### config.mk
export PLATFORM = sky130hd
export DESIGN_NAME = reduce_stream
export DESIGN_NICKNAME = d
export VERILOG_FILES = /design/src/rtl/reduce_stream.sv
export SDC_FILE = /design/constraint.sdc
export NUM_CORES = 1
export LEC_CHECK = 0
export CORE_MARGIN = 3
export CORE_UTILIZATION = 50
export DETAILED_ROUTE_END_ITERATION = 8
export PLACE_DENSITY = 0.82
export SLEW_MARGIN = 20
export SYNTH_ARGS = -nofsm -noshare
export SYNTH_HDL_FRONTEND = slang
export SYNTH_SLANG_ARGS = --single-unit
### constraint.sdc
create_clock -name clk -period 3.5 [get_ports clk]
set_input_delay 0.35 -clock clk [delete_from_list [all_inputs] [get_ports clk]]
set_output_delay 0.35 -clock clk [all_outputs]
set_load 0.01 [all_outputs]
### src/rtl/reduce_stream.sv
// Frame-based bit reducer: each beat reduces every STRIDE-th bit of data_in, beats are
// combined across a frame, and a one-bit result plus beat count is held until consumed.
module reduce_stream #(
  parameter int LEN    = 8,
  parameter int STRIDE = 2,
  parameter int BEATS  = 4
) (
  input  logic                             clk,
  input  logic                             rst,
  input  logic [1:0]                       op_sel,
  input  logic [LEN-1:0]                   data_in,
  input  logic                             in_valid,
  input  logic                             in_last,
  output logic                             in_ready,
  output logic                             reduced_out,
  output logic [$clog2(BEATS+1)-1:0]       out_beats,
  output logic                             out_valid,
  input  logic                             out_ready
);

  localparam int CW = ($clog2(BEATS+1) > 1) ? $clog2(BEATS+1) : 1;
  localparam logic [CW-1:0] LAST_CNT = CW'(BEATS-1);

  localparam logic [0:0] ST_ACC  = 1'b0;
  localparam logic [0:0] ST_HOLD = 1'b1;

  logic [0:0]    state_q, state_d;
  logic          acc_q, acc_d;
  logic [CW-1:0] cnt_q, cnt_d;
  logic [1:0]    op_q, op_d;
  logic          res_q, res_d;
  logic [CW-1:0] beats_q, beats_d;

  logic       sel_and, sel_or, sel_xor;
  logic       first_beat, accept, last_beat;
  logic [1:0] op_eff;
  logic       beat_val, acc_new, frame_res;

  always_comb begin
    sel_and = 1'b1;
    sel_or  = 1'b0;
    sel_xor = 1'b0;
    for (int i = 0; i < LEN; i++) begin
      if (i % STRIDE == 0) begin
        sel_and = sel_and & data_in[i];
        sel_or  = sel_or  | data_in[i];
        sel_xor = sel_xor ^ data_in[i];
      end
    end
  end

  // Handshake: a beat transfers on an edge with in_valid && in_ready (in_ready=1 only in ACC);
  // a result transfers on an edge with out_valid && out_ready (out_valid=1 only in HOLD).
  assign in_ready    = (state_q == ST_ACC);
  assign out_valid   = (state_q == ST_HOLD);
  assign reduced_out = res_q;
  assign out_beats   = beats_q;

  assign first_beat = (cnt_q == '0);
  assign accept     = in_valid && in_ready;
  assign last_beat  = in_last || (cnt_q == LAST_CNT);
  assign op_eff     = first_beat ? op_sel : op_q;

  always_comb begin
    case (op_eff)
      2'b00:   beat_val = sel_and;
      2'b01:   beat_val = sel_or;
      default: beat_val = sel_xor;
    endcase
    if (first_beat) begin
      acc_new = beat_val;
    end else begin
      case (op_eff)
        2'b00:   acc_new = acc_q & beat_val;
        2'b01:   acc_new = acc_q | beat_val;
        default: acc_new = acc_q ^ beat_val;
      endcase
    end
    // XNOR accumulates as XOR and inverts only once, at the end of the frame.
    frame_res = (op_eff == 2'b11) ? ~acc_new : acc_new;
  end

  always_comb begin
    state_d = state_q;
    acc_d   = acc_q;
    cnt_d   = cnt_q;
    op_d    = op_q;
    res_d   = res_q;
    beats_d = beats_q;
    case (state_q)
      ST_ACC: begin
        if (accept) begin
          op_d = op_eff;
          if (last_beat) begin
            res_d   = frame_res;
            beats_d = cnt_q + 1'b1;
            state_d = ST_HOLD;
          end else begin
            acc_d = acc_new;
            cnt_d = cnt_q + 1'b1;
          end
        end
      end
      default: begin
        if (out_ready) begin
          state_d = ST_ACC;
          acc_d   = 1'b0;
          cnt_d   = '0;
        end
      end
    endcase
  end

  always_ff @(posedge clk) begin
    if (rst) begin
      state_q <= ST_ACC;
      acc_q   <= 1'b0;
      cnt_q   <= '0;
      op_q    <= 2'b00;
      res_q   <= 1'b0;
      beats_q <= '0;
    end else begin
      state_q <= state_d;
      acc_q   <= acc_d;
      cnt_q   <= cnt_d;
      op_q    <= op_d;
      res_q   <= res_d;
      beats_q <= beats_d;
    end
  end

endmodule

# Word-level counts from Yosys, hierarchy flattened
# Cells that the tools add are included.
# totals
ff_bits	11
input_bits	15
elab_cells	51
# op_classes
addsub	1
n_eq_ne	5
mux	17
n_bitwise	14
n_reduce_logical	8
# ops
op	n
$mux 3	4
$mux 1	10
$reduce_and 3->1	2
$and 1x1->1	4
$ne 2x2->1 const B	2
$or 1x1->1	4
$pmux 1 s2	2
$xor 1x1->1	4
$add 3x1->3 const B	1
$eq 3x2->1 const B	1
$logic_not 3->1	1
$eq 2x1->1 const B	1
$eq 2x2->1 const B	1
$logic_not 2->1	1
$mux 2	1
$not 1->1	2
$reduce_and 2->1	1
$reduce_bool 2->1	1
$logic_and 1x1->1	1
$logic_or 1x1->1	1

# Longest topological paths before layout
# depth
ltp_word	10
depth_mapped	13
depth_no_buf	12

# Least setup slack after synthesis
# OpenSTA, ideal clock, no wires.
# synth_path
kind	reg-to-reg
start	reg cnt_q[0]
end	reg res_q (netlist: reduced_out)
arrival_ns	2.214
t_required_ns	3.372
setup_slack_ns	1.158
stages_incl_launch_ff	14
synth_period_minus_slack_ns	2.342
cell_sequence	dfxtp_1 inv_1 ha_1 nor2b_1 buf_6 o21a_4 a21oi_1 a2bb2oi_1 mux2i_1 ha_1 nand2_1 o311ai_4 o211ai_1 o211ai_2
# synth_between
elab_chain_cells	9
elab_cells_between_ends	16
cone_classes	eq/ne: 3; mux: 5; bitwise: 4; reduce/logical: 4
# synth_lines
item	line	text
start, declared	29	logic [CW-1:0] cnt_q, cnt_d;
start signal, assigned	125	cnt_q <= cnt_d;
$logic_not 3->1	59	assign first_beat = (cnt_q == '0);
$mux 2	62	assign op_eff = first_beat ? op_sel : op_q;
$eq 2x1->1 or $logic_not 2->1 (tied branches)	65, 73	
$pmux 1 s2	65	case (op_eff)
$xor 1x1->1 (tied with other cells)	76	default: acc_new = acc_q ^ beat_val;
$pmux 1 s2	73	case (op_eff)
$mux 1	70	if (first_beat) begin
$not 1->1	80	frame_res = (op_eff == 2'b11) ? ~acc_new : acc_new;
$mux 1	80	
end signal, assigned	127	res_q <= res_d;
end, declared	31	logic res_q, res_d;
# Parallel ways exist; a longest one is shown, timed or not.
# A chain may end at the register's enable or synchronous reset.

# Final worst setup path
# Same ends and word-level chain as after synthesis.

==> flow_metrics.tcl <==
set metrics [dict create \
    numClockSinks 11 \
    end_kind "flip-flop" \
    hold_buffers 0 \
    ff2ff_path_depth 13 \
    rows 13 \
    vias 673 \
    diodes 0 \
    floorplan.initialDensity_pct 56.7 \
    fp.dieW_um 45.6 \
    r2r_slack_ns 0.91 \
    p_per_area_mw_per_mm2 329 \
    worst_pin_slew_ns 0.469 \
    viasPerCell 5.38 \
    syn-cell-area_um2 783 \
    drc 0 \
    p_total_uw 323 \
    whs_ns 0.463 \
    grt_start_max_net_pins 14 \
    fill_cells 113 \
    clock_latency_ns 0.27 \
    cp-start-kind "flip-flop" \
    status "finished clean" \
    root_buffer "clkbuf_4" \
    ys_types 32 \
    hpwlAfterDp_mm 1.24 \
    p_int_uw 229 \
    clkTransAtPathRegs_ns 0.06 \
    p_seq_share_pct 42.5 \
    power_frac_clock_pct 25.9 \
    worstReg2RegEnd "reduced_out$_SDFFE_PP0P_" \
    grt_pass1_wl_mm 2.62 \
    combinationalPowerShare_pct 31.6 \
    fp.coreArea_mm2 0.00138 \
    whs_endpoint "out_beats[1]$_SDFFE_PP0P_" \
    hp-start "out_beats[1]$_SDFFE_PP0P_" \
    ys_warn_count 0 \
    clock_skew_ns 0.00536 \
    cp_cell_sequence "inv_1, ha_1, nor2b_1, buf_4, o21a_4, a21oi_1, a2bb2oi_1, mux2i_1, ha_1, nand2_1, o311ai_4, o211ai_1, o211ai_2" \
    p_leak_nw 0.391 \
    die-height_um 45.6 \
    cp.arrival_ns 2.75 \
    die-area_mm2 0.00208 \
    grt.overflow.total 0 \
    min_path_cells 2 \
    ir_drop_mv 0.241 \
    tns_ns 0 \
    ys_seq_elements 11 \
    rsz0062_at_grt "no" \
    path_class "reg -> reg" \
    drv_cap 0 \
    cts_setup_buffers 0 \
    finalCritPeriodShare_pct 74.0 \
    fin_util_pct 71.0 \
    clk_path_buf_depth 2 \
    avgRoutedWirePerCell_um 12.5 \
    drive_above_1_share_pct 10.9 \
    p_sw_uw 93.8 \
    seq_area_um2 220 \
    crit_fanout 10 \
    antenna_found_initial 0 \
    num_io_pins 21 \
    routabilityCongestion 0.828 \
    crit_required_ns 3.65 \
    area_delta_synth_final_pct 25.2 \
    maxSlewViolCount 0 \
    dr.pass1.iters 4 \
    syn_nets 113 \
    avgSynthCellArea_um2 8.61 \
    drtIter0Drc 25 \
    cts_tree "built" \
    relSlewSlack_pct 68.6 \
    multi_input_area_um2 510 \
    syn_inst 91 \
    track_usage_pct 18.0 \
    path_common_cell "ha_1" \
    fmax_ghz 0.386 \
    slowest_stage "dfxtp_1" \
    hold_violations 0 \
    swShare_pct 29.0 \
    routed_wirelength_mm 1.56 \
    layout_min_cycle_time_ns 2.59 \
    post_cts_resized 0 \
    numCtsBuffers 3 \
    h-tree-depth 1 \
    first_global_vias 624 \
    setup_viol 0 \
    crit_path_max_incr_delay_ns 0.37 \
    postRouteAntennaNets 0 \
    io_buffers 16 \
    rr_startpoint "cnt_q[0]$_SDFFE_PP0P_" \
    hold_class "reg -> reg" \
    ys_seq_area_share_pct 28.1 \
    fin_nets 133 \
]
sequential cells by signal, indices dropped and copies added, names as in the netlist:
name,count
op_q,2
out_valid,1
reduced_out,1
out_beats,3
acc_q,1
cnt_q,3
layout make-up:
cell class	count	area share [%]
repair buffers	17	17.1
flip-flops and latches	11	22.4
well taps	15	1.91
clock buffers	4	2.68
inverters	10	3.83
multi-input cells	68	52.0
how the worst max path moves through the flow:
stage / endpoint / depth (start not counted) / start
after floorplan: reduced_out$_SDFFE_PP0P_ / 13 / cnt_q[0]$_SDFFE_PP0P_
after global placement: reduced_out$_SDFFE_PP0P_ / 10 / data_in[0]
after detailed placement: reduced_out$_SDFFE_PP0P_ / 10 / data_in[0]
after CTS: reduced_out$_SDFFE_PP0P_ / 13 / cnt_q[0]$_SDFFE_PP0P_
after global routing: reduced_out$_SDFFE_PP0P_ / 13 / cnt_q[0]$_SDFFE_PP0P_
final: reduced_out$_SDFFE_PP0P_ / 13 / cnt_q[0]$_SDFFE_PP0P_
per-layer routing:
metal / GRT usage [%] / vias up / wire, µm / part of all wire, %
met4: 9.36 / 0 / 17 / 1.1
met3: 7.11 / 2 / 121 / 7.7
met5: 0 / - / 0 / 0
met1: 22.5 / 292 / 747 / 48
met2: 26.5 / 22 / 678 / 43
li1: - / 357 / - / -
cells in the mapped netlist:
cell | n | area [µm²]
dfxtp_1 | 11 | 220
inv_1 | 10 | 37.5
nor2_1 | 10 | 37.5
nand2_1 | 9 | 33.8
ha_1 | 7 | 87.6
a21oi_1 | 6 | 30.0
nand3_1 | 4 | 20.0
mux2i_1 | 3 | 30.0
nand2b_1 | 3 | 18.8
a211oi_1 | 2 | 15.0
nand3b_1 | 2 | 15.0
nor3_1 | 2 | 10.0
o211ai_1 | 2 | 15.0
o211ai_2 | 2 | 25.0
a21o_1 | 1 | 7.51
a21oi_2 | 1 | 8.76
a22oi_1 | 1 | 7.51
a2bb2oi_1 | 1 | 8.76
a31oi_1 | 1 | 6.26
and3_1 | 1 | 6.26
buf_1 | 1 | 3.75
buf_6 | 1 | 11.3
mux2_2 | 1 | 11.3
nand4b_1 | 1 | 8.76
nor2b_1 | 1 | 6.26
o2111ai_2 | 1 | 15.0
o21a_1 | 1 | 7.51
o21a_4 | 1 | 15.0
o311ai_4 | 1 | 26.3
o31ai_1 | 1 | 7.51
or2_2 | 1 | 6.26
xor3_1 | 1 | 23.8
cell families after synthesis:
logic type,after synthesis,share of synthesized area (%)
fa+ha+maj,7,11.2
mux,4,5.27
xor+xnor,1,3.03
flops,11,28.1
buf+inv,12,6.71
simple gates,34,20.8
compound gates,22,24.9
per-stage QoR:
| stage | instance area [µm²] | cells | setup slack [ns] |
|---|---|---|---|
| after floorplan | 783 | 91 | 1.16 |
| after global placement | 955 | 121 | 0.800 |
| after detailed placement | 955 | 121 | 0.730 |
| after CTS | 981 | 125 | 0.877 |
| after global routing | 981 | 125 | 0.661 |
| final | 981 | 125 | 0.909 |
cells in the final DEF, fill, tap and decap left out, types with 2 or more instances in the layout:
master / count
clkdlybuf4s50_1: 16
dfxtp_1: 11
inv_1: 10
nor2_1: 10
nand2_1: 9
ha_1: 7
a21oi_1: 6
nand3_1: 4
mux2i_1: 3
nand2b_1: 3
clkbuf_4: 3
nand3b_1: 2
nor3_1: 2
a211oi_1: 2
o211ai_1: 2
o211ai_2: 2
worst max-delay path: cells and delay by family (launching register included):
kind,cells,cell delay (ns)
mux,1,0.11
flops,1,0.37
simple gates,2,0.24
fa+ha+maj,2,0.51
buf+inv,2,0.24
compound gates,6,1.00
power groups by stage:
stage          Clock, mW  Sequential, mW  Combinational (mW)
6_report          0.0837           0.138               0.102
5_1_grt           0.0923           0.138               0.113
4_1_cts           0.0869           0.138               0.103
3_5_place_dp           0           0.141               0.102
3_3_place_gp           0           0.140              0.0995
2_1_floorplan          0           0.141              0.0677
(Power assumes the default switching activity.)
